[config.mk]
export PLATFORM = sky130hd
export DESIGN_NAME = cv32e40p_rf_wb_arbiter_flat
export DESIGN_NICKNAME = d
export VERILOG_FILES = /design/src/rtl/cv32e40p_rf_wb_arbiter_pkg.sv /design/src/rtl/cv32e40p_rf_wb_arbiter_if.sv /design/src/rtl/cv32e40p_rf_wb_fifo.sv /design/src/rtl/cv32e40p_rf_wb_arbiter.sv /design/src/flat_wrapper.sv
export SDC_FILE = /design/constraint.sdc
export NUM_CORES = 1
export LEC_CHECK = 0
export CAP_MARGIN = 0
export CORE_MARGIN = 10
export CORE_UTILIZATION = 40
export CTS_CLUSTER_DIAMETER = 120
export DETAILED_ROUTE_END_ITERATION = 16
export PLACE_DENSITY = 0.79
export SLEW_MARGIN = 20
export SYNTH_ARGS = -nofsm -noshare
export SYNTH_HDL_FRONTEND = slang
export SYNTH_SLANG_ARGS = --single-unit
[constraint.sdc]
create_clock -name clk_int -period 2.49 [get_ports clk_int]
set_clock_uncertainty 0.2 [all_clocks]
set_input_delay 0.249 -clock clk_int [delete_from_list [all_inputs] [get_ports clk_int]]
set_output_delay 0.249 -clock clk_int [all_outputs]
set_load 0.03 [all_outputs]
[src/rtl/cv32e40p_rf_wb_arbiter_pkg.sv]
// cv32e40p_rf_arb_pkg: shared types for the RF writeback arbiter.
// Queue entries are stored at the widest supported geometry (6-bit address,
// 32-bit data). Narrower instances zero-extend into these fields.
package cv32e40p_rf_arb_pkg;

  localparam int ARB_AW     = 6;
  localparam int ARB_DW     = 32;
  localparam int STAT_WIDTH = 16;

  typedef struct packed {
    logic [ARB_AW-1:0] addr;
    logic [ARB_DW-1:0] data;
    logic              valid;
  } wb_req_t;

  typedef enum logic {
    ARB_NORMAL = 1'b0,
    ARB_BLOCK  = 1'b1
  } arb_state_e;

  function automatic logic [STAT_WIDTH-1:0] sat_inc(input logic [STAT_WIDTH-1:0] v);
    return (v == '1) ? v : v + 1'b1;
  endfunction

endpackage

[src/rtl/cv32e40p_rf_wb_arbiter_if.sv]
// Writeback bus between the EX/LSU/APU sources, the ID hazard check and the
// register file write ports. The arbiter uses the slave modport.
interface cv32e40p_rf_wb_arbiter_if #(
  parameter int ADDR_WIDTH = 6,
  parameter int DATA_WIDTH = 32
);

  logic                  ex_we_i;
  logic [ADDR_WIDTH-1:0] ex_waddr_i;
  logic [DATA_WIDTH-1:0] ex_wdata_i;

  logic                  lsu_we_i;
  logic [ADDR_WIDTH-1:0] lsu_waddr_i;
  logic [DATA_WIDTH-1:0] lsu_wdata_i;

  logic                  apu_valid_i;
  logic                  apu_ready_o;
  logic [ADDR_WIDTH-1:0] apu_waddr_i;
  logic [DATA_WIDTH-1:0] apu_wdata_i;

  logic [ADDR_WIDTH-1:0] raddr_a_i;
  logic [ADDR_WIDTH-1:0] raddr_b_i;
  logic [ADDR_WIDTH-1:0] raddr_c_i;
  logic                  hazard_o;

  logic                  rf_we_a_o;
  logic [ADDR_WIDTH-1:0] rf_waddr_a_o;
  logic [DATA_WIDTH-1:0] rf_wdata_a_o;
  logic                  rf_we_b_o;
  logic [ADDR_WIDTH-1:0] rf_waddr_b_o;
  logic [DATA_WIDTH-1:0] rf_wdata_b_o;

  modport slave (
    input  ex_we_i, ex_waddr_i, ex_wdata_i,
    input  lsu_we_i, lsu_waddr_i, lsu_wdata_i,
    input  apu_valid_i, apu_waddr_i, apu_wdata_i,
    output apu_ready_o,
    input  raddr_a_i, raddr_b_i, raddr_c_i,
    output hazard_o,
    output rf_we_a_o, rf_waddr_a_o, rf_wdata_a_o,
    output rf_we_b_o, rf_waddr_b_o, rf_wdata_b_o
  );

  modport master (
    output ex_we_i, ex_waddr_i, ex_wdata_i,
    output lsu_we_i, lsu_waddr_i, lsu_wdata_i,
    output apu_valid_i, apu_waddr_i, apu_wdata_i,
    input  apu_ready_o,
    output raddr_a_i, raddr_b_i, raddr_c_i,
    input  hazard_o,
    input  rf_we_a_o, rf_waddr_a_o, rf_wdata_a_o,
    input  rf_we_b_o, rf_waddr_b_o, rf_wdata_b_o
  );

endinterface

[src/rtl/cv32e40p_rf_wb_fifo.sv]
// Deferral queue for APU results that lost the W2 port.
// Circular buffer of wb_req_t. Entries whose address matches a same-cycle
// EX/LSU write are invalidated in place. They stay in order and are dropped
// without a write when they reach the head.
module cv32e40p_rf_wb_fifo
  import cv32e40p_rf_arb_pkg::*;
#(
  parameter  int DEPTH = 2,
  localparam int PTR_W = (DEPTH > 1) ? $clog2(DEPTH) : 1,
  localparam int CNT_W = $clog2(DEPTH + 1)
) (
  input  logic                         clk_int,
  input  logic                         rst_n,
  input  logic                         push_i,
  input  wb_req_t                      push_req_i,
  input  logic                         pop_i,
  input  logic                         kill_a_en_i,
  input  logic [ARB_AW-1:0]            kill_a_addr_i,
  input  logic                         kill_b_en_i,
  input  logic [ARB_AW-1:0]            kill_b_addr_i,
  output logic [ARB_AW-1:0]            head_addr_o,
  output logic [ARB_DW-1:0]            head_data_o,
  output logic                         head_live_o,
  output logic                         empty_o,
  output logic [CNT_W-1:0]             count_o,
  output logic [CNT_W-1:0]             count_nxt_o,
  output logic [DEPTH-1:0]             ent_valid_o,
  output logic [DEPTH-1:0][ARB_AW-1:0] ent_addr_o
);

  wb_req_t          mem_q [DEPTH];
  logic [PTR_W-1:0] rd_ptr_q, wr_ptr_q;
  logic [CNT_W-1:0] count_q;
  logic [DEPTH-1:0] kill;

  function automatic logic [PTR_W-1:0] ptr_inc(input logic [PTR_W-1:0] p);
    return (p == PTR_W'(DEPTH - 1)) ? '0 : p + 1'b1;
  endfunction

  // Flag live entries overwritten by a younger EX/LSU write this cycle.
  always_comb begin
    kill = '0;
    for (int i = 0; i < DEPTH; i++) begin
      kill[i] = mem_q[i].valid &
                ((kill_a_en_i & (mem_q[i].addr == kill_a_addr_i)) |
                 (kill_b_en_i & (mem_q[i].addr == kill_b_addr_i)));
    end
  end

  // Head view, occupancy and per-entry export for the hazard compare.
  always_comb begin
    empty_o     = (count_q == '0);
    head_addr_o = mem_q[rd_ptr_q].addr;
    head_data_o = mem_q[rd_ptr_q].data;
    head_live_o = ~empty_o & mem_q[rd_ptr_q].valid & ~kill[rd_ptr_q];
    count_o     = count_q;
    count_nxt_o = count_q + CNT_W'(push_i) - CNT_W'(pop_i);
    for (int i = 0; i < DEPTH; i++) begin
      ent_valid_o[i] = mem_q[i].valid;
      ent_addr_o[i]  = mem_q[i].addr;
    end
  end

  // Storage update: kill, then pop, then push (push wins on a shared slot when full).
  always_ff @(posedge clk_int or negedge rst_n) begin
    if (!rst_n) begin
      for (int i = 0; i < DEPTH; i++) mem_q[i] <= '0;
      rd_ptr_q <= '0;
      wr_ptr_q <= '0;
      count_q  <= '0;
    end else begin
      for (int i = 0; i < DEPTH; i++) begin
        if (kill[i]) mem_q[i].valid <= 1'b0;
      end
      if (pop_i) begin
        mem_q[rd_ptr_q].valid <= 1'b0;
        rd_ptr_q              <= ptr_inc(rd_ptr_q);
      end
      if (push_i) begin
        mem_q[wr_ptr_q] <= push_req_i;
        wr_ptr_q        <= ptr_inc(wr_ptr_q);
      end
      count_q <= count_nxt_o;
    end
  end

endmodule

[src/rtl/cv32e40p_rf_wb_arbiter.sv]
// cv32e40p_rf_wb_arbiter: shares RF write ports W1/W2 among EX, LSU and APU.
// W1 carries EX unchanged. W2 carries LSU, else the queue head, else a direct APU result.
// APU results that cannot write directly are queued in order. hazard_o flags reads of
// registers whose APU result is still pending.
// Optional feature: define CV32E40P_RF_ARB_STATS_EN to build saturating deferral and
// backpressure counters. Without it, stat_*_o are tied to zero.
//
// state      | meaning
// ARB_NORMAL | queue has a free slot, APU is always accepted
// ARB_BLOCK  | queue full, APU accepted only when the head drains this cycle
module cv32e40p_rf_wb_arbiter
  import cv32e40p_rf_arb_pkg::*;
#(
  parameter int ADDR_WIDTH = 6,
  parameter int DATA_WIDTH = 32,
  parameter int DEPTH      = 2
) (
  input  logic                    clk_int,
  input  logic                    rst_n,
  cv32e40p_rf_wb_arbiter_if.slave bus,
  output logic                    q_full_o,
  output logic [STAT_WIDTH-1:0]   stat_defer_o,
  output logic [STAT_WIDTH-1:0]   stat_bp_o
);

  localparam int CNT_W = $clog2(DEPTH + 1);

  arb_state_e               state_q, state_d;
  logic                     ex_live, lsu_live, apu_ready, apu_acc, apu_live, apu_direct;
  logic                     push, pop;
  wb_req_t                  apu_req;
  logic [ARB_AW-1:0]        ex_addr, lsu_addr, apu_addr, ra, rb, rc;
  logic [ARB_AW-1:0]        head_addr;
  logic [ARB_DW-1:0]        head_data;
  logic                     head_live, fifo_empty;
  logic [CNT_W-1:0]         occ, occ_nxt;
  logic [DEPTH-1:0]         ent_valid;
  logic [DEPTH-1:0][ARB_AW-1:0] ent_addr;

  // Widen addresses to queue geometry so every compare is done at one width.
  always_comb begin
    ex_addr  = ARB_AW'(bus.ex_waddr_i);
    lsu_addr = ARB_AW'(bus.lsu_waddr_i);
    apu_addr = ARB_AW'(bus.apu_waddr_i);
    ra       = ARB_AW'(bus.raddr_a_i);
    rb       = ARB_AW'(bus.raddr_b_i);
    rc       = ARB_AW'(bus.raddr_c_i);
  end

  // Source qualification: drop x0 writes, EX (younger) overrides LSU on the same register.
  always_comb begin
    ex_live    = bus.ex_we_i & (ex_addr != '0);
    lsu_live   = bus.lsu_we_i & (lsu_addr != '0) & ~(ex_live & (lsu_addr == ex_addr));
    apu_ready  = (state_q == ARB_NORMAL) | ~lsu_live;
    apu_acc    = bus.apu_valid_i & apu_ready;
    apu_live   = apu_acc & (apu_addr != '0);
    apu_direct = apu_live & fifo_empty & ~lsu_live;
    push       = apu_live & ~apu_direct;
    pop        = ~fifo_empty & (~head_live | ~lsu_live);
    apu_req    = '{addr: apu_addr, data: ARB_DW'(bus.apu_wdata_i), valid: 1'b1};
  end

  cv32e40p_rf_wb_fifo #(.DEPTH(DEPTH)) u_fifo (
    .clk_int       (clk_int),
    .rst_n         (rst_n),
    .push_i        (push),
    .push_req_i    (apu_req),
    .pop_i         (pop),
    .kill_a_en_i   (ex_live),
    .kill_a_addr_i (ex_addr),
    .kill_b_en_i   (lsu_live),
    .kill_b_addr_i (lsu_addr),
    .head_addr_o   (head_addr),
    .head_data_o   (head_data),
    .head_live_o   (head_live),
    .empty_o       (fifo_empty),
    .count_o       (occ),
    .count_nxt_o   (occ_nxt),
    .ent_valid_o   (ent_valid),
    .ent_addr_o    (ent_addr)
  );

  // W1 pass-through of EX and W2 priority mux LSU > queue head > direct APU.
  always_comb begin
    bus.rf_we_a_o    = ex_live;
    bus.rf_waddr_a_o = bus.ex_waddr_i;
    bus.rf_wdata_a_o = bus.ex_wdata_i;
    bus.rf_we_b_o    = 1'b0;
    bus.rf_waddr_b_o = '0;
    bus.rf_wdata_b_o = '0;
    if (lsu_live) begin
      bus.rf_we_b_o    = 1'b1;
      bus.rf_waddr_b_o = bus.lsu_waddr_i;
      bus.rf_wdata_b_o = bus.lsu_wdata_i;
    end else if (head_live) begin
      bus.rf_we_b_o    = 1'b1;
      bus.rf_waddr_b_o = head_addr[ADDR_WIDTH-1:0];
      bus.rf_wdata_b_o = head_data[DATA_WIDTH-1:0];
    end else if (apu_direct) begin
      bus.rf_we_b_o    = 1'b1;
      bus.rf_waddr_b_o = bus.apu_waddr_i;
      bus.rf_wdata_b_o = bus.apu_wdata_i;
    end
  end

  // Read hazard against live queued destinations and this cycle's deferred APU result.
  always_comb begin
    bus.hazard_o = 1'b0;
    for (int i = 0; i < DEPTH; i++) begin
      if (ent_valid[i] && ((ent_addr[i] == ra) || (ent_addr[i] == rb) || (ent_addr[i] == rc)))
        bus.hazard_o = 1'b1;
    end
    if (push && ((apu_addr == ra) || (apu_addr == rb) || (apu_addr == rc)))
      bus.hazard_o = 1'b1;
  end

  // Acceptance and queue-full status for the APU side.
  always_comb begin
    bus.apu_ready_o = apu_ready;
    q_full_o        = (occ == CNT_W'(DEPTH));
  end

  // FSM state register.
  always_ff @(posedge clk_int or negedge rst_n) begin
    if (!rst_n) state_q <= ARB_NORMAL;
    else        state_q <= state_d;
  end

  // FSM next state from post-update queue occupancy.
  always_comb begin
    state_d = state_q;
    unique case (state_q)
      ARB_NORMAL: if (occ_nxt == CNT_W'(DEPTH)) state_d = ARB_BLOCK;
      ARB_BLOCK:  if (occ_nxt <  CNT_W'(DEPTH)) state_d = ARB_NORMAL;
      default:    state_d = ARB_NORMAL;
    endcase
  end

`ifdef CV32E40P_RF_ARB_STATS_EN
  logic [STAT_WIDTH-1:0] defer_q, bp_q;

  // Saturating counts of deferred APU results and APU backpressure cycles.
  always_ff @(posedge clk_int or negedge rst_n) begin
    if (!rst_n) begin
      defer_q <= '0;
      bp_q    <= '0;
    end else begin
      if (push) defer_q <= sat_inc(defer_q);
      if (bus.apu_valid_i & ~apu_ready) bp_q <= sat_inc(bp_q);
    end
  end

  assign stat_defer_o = defer_q;
  assign stat_bp_o    = bp_q;
`else
  assign stat_defer_o = '0;
  assign stat_bp_o    = '0;
`endif

endmodule
[src/flat_wrapper.sv]
// flat-port wrapper written by rule: the top's interface ports become plain ports
module cv32e40p_rf_wb_arbiter_flat import cv32e40p_rf_arb_pkg::*;
#(
  parameter int ADDR_WIDTH = 6,
  parameter int DATA_WIDTH = 32,
  parameter int DEPTH      = 2
)
  (clk_int, rst_n, q_full_o, stat_defer_o, stat_bp_o, bus_ex_we_i, bus_ex_waddr_i, bus_ex_wdata_i, bus_lsu_we_i, bus_lsu_waddr_i, bus_lsu_wdata_i, bus_apu_valid_i, bus_apu_waddr_i, bus_apu_wdata_i, bus_apu_ready_o, bus_raddr_a_i, bus_raddr_b_i, bus_raddr_c_i, bus_hazard_o, bus_rf_we_a_o, bus_rf_waddr_a_o, bus_rf_wdata_a_o, bus_rf_we_b_o, bus_rf_waddr_b_o, bus_rf_wdata_b_o);
  cv32e40p_rf_wb_arbiter_if #(.ADDR_WIDTH(ADDR_WIDTH), .DATA_WIDTH(DATA_WIDTH)) bus_i ();
  input  logic clk_int;
  input  logic rst_n;
  output logic q_full_o;
  output logic [STAT_WIDTH-1:0] stat_defer_o;
  output logic [STAT_WIDTH-1:0] stat_bp_o;
  input wire logic [$bits(bus_i.ex_we_i)-1:0] bus_ex_we_i;
  input wire logic [$bits(bus_i.ex_waddr_i)-1:0] bus_ex_waddr_i;
  input wire logic [$bits(bus_i.ex_wdata_i)-1:0] bus_ex_wdata_i;
  input wire logic [$bits(bus_i.lsu_we_i)-1:0] bus_lsu_we_i;
  input wire logic [$bits(bus_i.lsu_waddr_i)-1:0] bus_lsu_waddr_i;
  input wire logic [$bits(bus_i.lsu_wdata_i)-1:0] bus_lsu_wdata_i;
  input wire logic [$bits(bus_i.apu_valid_i)-1:0] bus_apu_valid_i;
  input wire logic [$bits(bus_i.apu_waddr_i)-1:0] bus_apu_waddr_i;
  input wire logic [$bits(bus_i.apu_wdata_i)-1:0] bus_apu_wdata_i;
  output wire logic [$bits(bus_i.apu_ready_o)-1:0] bus_apu_ready_o;
  input wire logic [$bits(bus_i.raddr_a_i)-1:0] bus_raddr_a_i;
  input wire logic [$bits(bus_i.raddr_b_i)-1:0] bus_raddr_b_i;
  input wire logic [$bits(bus_i.raddr_c_i)-1:0] bus_raddr_c_i;
  output wire logic [$bits(bus_i.hazard_o)-1:0] bus_hazard_o;
  output wire logic [$bits(bus_i.rf_we_a_o)-1:0] bus_rf_we_a_o;
  output wire logic [$bits(bus_i.rf_waddr_a_o)-1:0] bus_rf_waddr_a_o;
  output wire logic [$bits(bus_i.rf_wdata_a_o)-1:0] bus_rf_wdata_a_o;
  output wire logic [$bits(bus_i.rf_we_b_o)-1:0] bus_rf_we_b_o;
  output wire logic [$bits(bus_i.rf_waddr_b_o)-1:0] bus_rf_waddr_b_o;
  output wire logic [$bits(bus_i.rf_wdata_b_o)-1:0] bus_rf_wdata_b_o;
  assign bus_i.ex_we_i = bus_ex_we_i;
  assign bus_i.ex_waddr_i = bus_ex_waddr_i;
  assign bus_i.ex_wdata_i = bus_ex_wdata_i;
  assign bus_i.lsu_we_i = bus_lsu_we_i;
  assign bus_i.lsu_waddr_i = bus_lsu_waddr_i;
  assign bus_i.lsu_wdata_i = bus_lsu_wdata_i;
  assign bus_i.apu_valid_i = bus_apu_valid_i;
  assign bus_i.apu_waddr_i = bus_apu_waddr_i;
  assign bus_i.apu_wdata_i = bus_apu_wdata_i;
  assign bus_apu_ready_o = bus_i.apu_ready_o;
  assign bus_i.raddr_a_i = bus_raddr_a_i;
  assign bus_i.raddr_b_i = bus_raddr_b_i;
  assign bus_i.raddr_c_i = bus_raddr_c_i;
  assign bus_hazard_o = bus_i.hazard_o;
  assign bus_rf_we_a_o = bus_i.rf_we_a_o;
  assign bus_rf_waddr_a_o = bus_i.rf_waddr_a_o;
  assign bus_rf_wdata_a_o = bus_i.rf_wdata_a_o;
  assign bus_rf_we_b_o = bus_i.rf_we_b_o;
  assign bus_rf_waddr_b_o = bus_i.rf_waddr_b_o;
  assign bus_rf_wdata_b_o = bus_i.rf_wdata_b_o;
  cv32e40p_rf_wb_arbiter #(.ADDR_WIDTH(ADDR_WIDTH), .DATA_WIDTH(DATA_WIDTH), .DEPTH(DEPTH)) u_core (.clk_int(clk_int), .rst_n(rst_n), .bus(bus_i), .q_full_o(q_full_o), .stat_defer_o(stat_defer_o), .stat_bp_o(stat_bp_o));
endmodule
==> results_dict.tcl, run 1 <==
set metrics [dict create \
    place_area_um2 7780 \
    finalSetupViolCount 70 \
    wirelength_mm 20.9 \
    cts_tree "built" \
    grt-ovfl-total 0 \
    die_area_um2 20300 \
    utilization_pct 61.3 \
    power.leakage_nw 4.18 \
    grt_first_pass_wirelength_mm 32.1 \
    die_x_um 143 \
    ir_drop_v 0.000526 \
    power-per-cell-area_nw_per_um2 1170 \
    drcViolationCount 0 \
    wire_per_inst_um 22.7 \
    fp.coreArea_um2 14600 \
    fin_crit_ps 3190 \
    syn_to_final_growth_pct 49.3 \
    rr_startpoint "u_core.u_fifo.ent_addr_o[6]$_DFFE_PN0P_" \
    maxCapViolations 0 \
    cts_root_buffer "clkbuf_16" \
    final_area_um2 8980 \
    final_antenna_net_count 0 \
    io_buffers 153 \
    cts_num_sinks 83 \
    yosysUniqueCellTypes 41 \
    dp_worst_setup_slack_ps -1030 \
    startpoint "u_core.u_fifo.ent_addr_o[6]$_DFFE_PN0P_" \
    place_hpwl_mm 13.8 \
    clk_pin_slew_ps 60 \
    netlist_instances 562 \
    grt_max_degree 50 \
    ys.flop_type "dfrtp_1" \
    worst_setup_path_end_kind "output pin" \
    crit_fanout 6 \
    period_share_pct 128 \
    hold_ws_ps 193 \
    cts_max_level 3 \
    grt_pass1_vias 5701 \
    cp.required_ps 2040 \
    io_pins 250 \
    cts_max_path_buffers 2 \
    fmax_ghz 0.313 \
    cp_top_family "buffers and inverters" \
    track_usage_pct 20.0 \
    rows 44 \
    vias 5066 \
    start_kind "flip-flop" \
    drv_slew 0 \
    gp_congestion 0.876 \
    critical_path.cell_chain "buf_4, xor2_1, nor4_1, nand4_1, o2111ai_2, buf_4, a21oi_4, buf_6, buf_12, a221o_2, buf_12" \
    cts_buffers 9 \
    rsz0062_at_grt "yes" \
    die_y_um 143 \
    worstHoldPathType "input pin to flip-flop" \
    hold_viol_final 0 \
    fillers 1112 \
    crit_path_max_incr_delay_ps 400 \
    avgViaCountPerCell 5.52 \
    path_class "flip-flop to output pin" \
    ys_seq_elements 83 \
    syn-cell-area_um2 6010 \
    yosysWarnings 0 \
    violations "setup timing" \
    async_flop_share_pct 100 \
    hp-start "bus_apu_waddr_i[3]" \
    finalNetCount 868 \
    status "complete, but fails checks" \
    initial_core_util_pct 41.1 \
    synth_seq_area_share_pct 34.5 \
    layout-drive-gt1-share_pct 45.6 \
    drt_iter0_drc 282 \
    avgSynthCellArea_um2 10.7 \
    critPathArrivalTime_ps 2740 \
    worst_slack_ps -702 \
    synth_edf_count 0 \
    grt_antenna_before_repair 0 \
    critPathBufInv 5 \
    cp_slowest_cell "dfrtp_1" \
    first_pass_iters 5 \
    clk_latency_ps 330 \
    diodes 0 \
]
where the power goes:
| part | total [W] | internal (W) | switching, W | leakage [nW] |
|---|---|---|---|---|
| combinational | 0.00659 | 0.00369 | 0.00290 | 3.05 |
| sequential | 0.00254 | 0.00206 | 0.000479 | 0.976 |
| clock | 0.00134 | 0.000830 | 0.000515 | 0.145 |
logic make-up after synthesis:
logic type | count (synthesis) | synth area share [%]
AOI/OAI and AO/OA | 64 | 9.71
muxes | 114 | 21.3
DFF | 83 | 34.5
and+or+nand+nor | 84 | 8.38
xor gates and xnor gates | 86 | 12.5
adders and majority gates | 2 | 0.416
buffers and inverters | 128 | 13.0
other | 1 | 0.0623
what timing repair did:
item | 4_1_cts | 5_1_grt
hold buffers | 1 | 0
setup endpoints to repair | 124 | 123
resized for setup | 162 | 27
cloned | 11 | 1
buffers inserted | 26 | 4
pin swaps | 22 | 18
hold endpoints to repair | 34 | 0
state kept, by name, indices dropped and copies added (netlist names):
name	count
u_core.u_fifo.mem_q	64
u_core.u_fifo.rd_ptr_q	1
u_core.u_fifo.wr_ptr_q	1
u_core.state_q	1
u_core.u_fifo.ent_valid_o	2
u_core.u_fifo.count_o	2
u_core.u_fifo.ent_addr_o	12
worst reg2reg max path, cell delays in order (launching register included):
cell and delay, ps:
dfrtp_1 400, buf_4 190, xor2_1 150, nor4_1 220, nand4_1 260, o2111ai_2 170, nand2_1 120, a21boi_2 140
ha_1 250, inv_2 70, ha_4 150, xnor2_4 120, xnor2_2 140, a21boi_2 180
synth_stat cells (4+ instances only):
library cell,n,share of area [%]
mux2_2,102,19
dfrtp_1,83,35
buf_4,70,8.7
xor2_1,48,7.0
a221o_1,39,6.5
clkbuf_1,39,2.4
and3_1,38,4.0
xnor2_1,38,5.5
nor4_1,13,1.4
mux2_1,12,2.2
nand3_1,11,0.92
buf_2,8,0.67
nand2_1,7,0.44
inv_1,5,0.31
a21oi_1,4,0.33
buf_6,4,0.75
nand4_1,4,0.42
nor2_1,4,0.25
o21ai_0,4,0.33
final timing paths:
kind                       slack [ps]  cells after the start                                      end
max in group asynchronous        1250                      3  u_core.u_fifo.ent_addr_o[0]$_DFFE_PN0P_
max                              -700                     11                      bus_rf_waddr_b_o[4]
min in group asynchronous         210                      2      u_core.u_fifo.mem_q[19]$_DFFE_PN0P_
max reg2reg                      -340                     13                 u_core.state_q$_DFF_PN0_
min reg2reg                       290                      1      u_core.u_fifo.mem_q[31]$_DFFE_PN0P_
min                               190                      3  u_core.u_fifo.ent_addr_o[9]$_DFFE_PN0P_
cell usage in the layout (no fill, tap or decap), drive strengths merged, types with 2 or more instances in the layout:
cell,count
a21boi,3
a21oi,4
a221o,39
and3,38
buf,138
clkbuf,17
clkdlybuf4s50,94
conb,32
dfrtp,83
dlygate4sd2,4
dlymetal6s2s,5
ha,2
inv,6
mux2,114
nand2,7
nand3,11
nand4,4
nor2,4
nor4,14
o211ai,3
o21a,2
o21ai,4
o31ai,3
or4,2
xnor2,38
xor2,48
cell type report:
type	count	area (µm²)	share of cell area, %
clock buffer	12	256	2.86
clock inverter	3	46.3	0.515
inverter	5	18.8	0.209
multi-input combinational	382	3710	41.3
sequential	83	2080	23.2
tap	184	230	2.56
timing repair buffer	248	2640	29.4
stage by stage:
stage                     std cells  power, W  TNS, ps
after floorplan                 593   0.00597    -8260
after detailed placement        870   0.00769   -95950
after global placement          870   0.00749   -94060
final                           917    0.0105   -26510
after CTS                       922    0.0105   -30150
after global routing            917    0.0110   -32060
per-layer routing:
| metal | global-route usage (%) | share of wire, % | vias up |
|---|---|---|---|
| li1 | - | - | 2253 |
| met1 | 23.7 | 41 | 2549 |
| met2 | 35.3 | 51 | 219 |
| met3 | 4.41 | 6.3 | 45 |
| met4 | 6.30 | 2.3 | 0 |
| met5 | 0 | 0 | - |
Power figures use the tool's default switching activity.
==> run 2: changes to the inputs <==
--- a/config.mk
+++ b/config.mk
@@ -6,6 +6,7 @@
 export NUM_CORES = 1
 export LEC_CHECK = 0
 export CAP_MARGIN = 0
+export CORE_ASPECT_RATIO = 1.75
 export CORE_MARGIN = 10
 export CORE_UTILIZATION = 40
 export CTS_CLUSTER_DIAMETER = 120
==> run 2 against run 1 <==
Against the previous run:
- combinational power down 5.2%
- largest power group unchanged
- final cell count down 0.87%
- via count down 0.39%
- the run still ends with setup timing left
==> results_dict.tcl, run 2 (same netlist as run 1, synthesis figures left out) <==
set metrics [dict create \
    status "complete, but fails checks" \
    violations "setup timing" \
    critical_path.cell_chain "xor2_1, nor4_2, nand3_1, o211ai_1, buf_4, a21oi_4, buf_12, a221o_2, buf_6" \
    regMostFlops "u_core.u_fifo.mem_q" \
    first_pass_iters 4 \
    syn_to_final_growth_pct 46.7 \
    fmax_ghz 0.325 \
    grt_max_degree 84 \
    cp_slowest_cell "dfrtp_2" \
    wire_per_inst_um 23.2 \
    die_y_um 182 \
    drv_slew 0 \
    avgViaCountPerCell 5.55 \
    cp_top_family "compound AO/OA/AOI/OAI gates" \
    fin_crit_ps 3070 \
    drt_iter0_drc 265 \
    cts_buffers 9 \
    rsz0062_at_grt "yes" \
    cts_tree "built" \
    vias 5046 \
    period_share_pct 123 \
    maxCapViolations 0 \
    fillers 1186 \
    stdcell_count 909 \
    r2r_setup_slack_ps -320 \
    mostFrequentLayoutCells "clkdlybuf4s50_1, mux2_2, dfrtp_1" \
    track_usage_pct 19.8 \
    dp_worst_setup_slack_ps -1050 \
    cts_root_buffer "clkbuf_16" \
    place_hpwl_mm 15.4 \
    dp_cells 872 \
    fp.coreArea_um2 14800 \
    critPathArrivalTime_ps 2630 \
    total_power_w 0.0102 \
    cp.required_ps 2040 \
    rows 59 \
    final_antenna_net_count 0 \
    hold_viol_final 0 \
    grt_antenna_before_repair 1 \
    finalSetupViolCount 120 \
    start_kind "flip-flop" \
    finalNetCount 862 \
    initial_core_util_pct 40.5 \
    wirelength_mm 21.1 \
    cts_num_sinks 83 \
    layout-drive-gt1-share_pct 46.5 \
    die_x_um 113 \
    power.leakage_nw 3.94 \
    cts_max_level 3 \
    critPathBufInv 3 \
    crit_fanout 15 \
    grt-ovfl-total 0 \
    path_class "flip-flop to output pin" \
    io_pins 250 \
    drcViolationCount 0 \
    utilization_pct 59.5 \
    io_buffers 153 \
    power-per-cell-area_nw_per_um2 1150 \
    crit_path_max_incr_delay_ps 450 \
    grt_pass1_vias 5819 \
    worstHoldPathType "input pin to output pin" \
    worst_setup_path_end_kind "output pin" \
    largest_register_ffs 64 \
    clk_latency_ps 330 \
    die_area_um2 20500 \
    clk_pin_slew_ps 60 \
    worst_slack_ps -585 \
    cts_max_path_buffers 2 \
    fin_tns_setup_ps -36690 \
    final_common_cell "clkdlybuf4s50_1" \
    gp_congestion 0.907 \
    tightest_slew_ps 758 \
    grt_first_pass_wirelength_mm 32.4 \
    maxSlewHeadroom_pct 49.5 \
    ir_drop_v 0.000619 \
]
[run 2: cell count changes in the layout (fill, tap and decap cells not counted), moves of 5 or more]
cell / delta
dlymetal6s2s_1: -5
buf_6: -8
mux2_4: -37
buf_8: +5
mux2_1: -7
dlygate4sd2_1: +6
mux2_2: +44
[run 2: worst reg2reg max path, cell delays in order, from the launching register on]
cell,delay (ps)
dfrtp_2,450
xor2_1,180
nor4_2,310
nand3_1,150
o211ai_1,260
nand2_1,130
a21boi_2,190
ha_4,220
inv_2,60
ha_4,150
xnor2_4,130
xnor2_2,140
a21boi_2,170
[run 2: metal layers]
metal	wire length, µm	share of wire, %	vias up	track usage (%)
met3	1140	5.4	83	3.84
met5	0	0	-	0
met1	6790	32	2509	17.8
met2	11800	56	216	37.7
met4	1350	6.4	0	14.2
li1	-	-	2238	-
[run 2: worst paths after layout]
path                                                              start                                   to  cells past startpoint
worst max-delay path            u_core.u_fifo.ent_addr_o[2]$_DFFE_PN0P_                 bus_rf_wdata_b_o[18]                      9
worst min-delay path                                 bus_ex_wdata_i[17]                 bus_rf_wdata_a_o[17]                      0
worst max register to register  u_core.u_fifo.ent_addr_o[2]$_DFFE_PN0P_             u_core.state_q$_DFF_PN0_                     12
worst min register to register      u_core.u_fifo.mem_q[40]$_DFFE_PN0P_  u_core.u_fifo.mem_q[40]$_DFFE_PN0P_                      1
max in group asynchronous                                         rst_n   u_core.u_fifo.rd_ptr_q$_DFFE_PN0N_                      2
min in group asynchronous                                         rst_n  u_core.u_fifo.mem_q[18]$_DFFE_PN0P_                      2
[run 2: cell type report]
class | instances | area (µm²) | share of cell area, %
inverter | 5 | 18.8 | 0.213
tap | 183 | 229 | 2.60
clock buffer | 10 | 239 | 2.71
clock inverter | 3 | 65.1 | 0.737
multi-input combinational | 382 | 3620 | 41.0
sequential | 83 | 2080 | 23.6
timing repair buffer | 242 | 2570 | 29.1
antenna | 1 | 2.50 | 0.0284
[run 2: report_power, final]
part / internal (W) / leakage, nW / switching, W / total, W
Combinational: 0.00345 / 2.81 / 0.00280 / 0.00625
Clock: 0.000886 / 0.150 / 0.000491 / 0.00138
Sequential: 0.00206 / 0.977 / 0.000493 / 0.00255
[run 2: per-stage QoR]
stage               hold WS, ps  area (µm²)
finish                      298        8820
floorplan                  -247        6220
global route                298        8820
detailed placement          278        7780
CTS                         298        8760
global placement            271        7780
[run 2: repair_timing]
item                                    4_1_cts  5_1_grt
pin swaps                                    17       18
hold endpoints to repair                     83        0
setup buffers                                17       10
gates resized for setup                     128       33
endpoints found under the setup margin      124      122
hold buffers                                  1        0
cloned                                        7        1
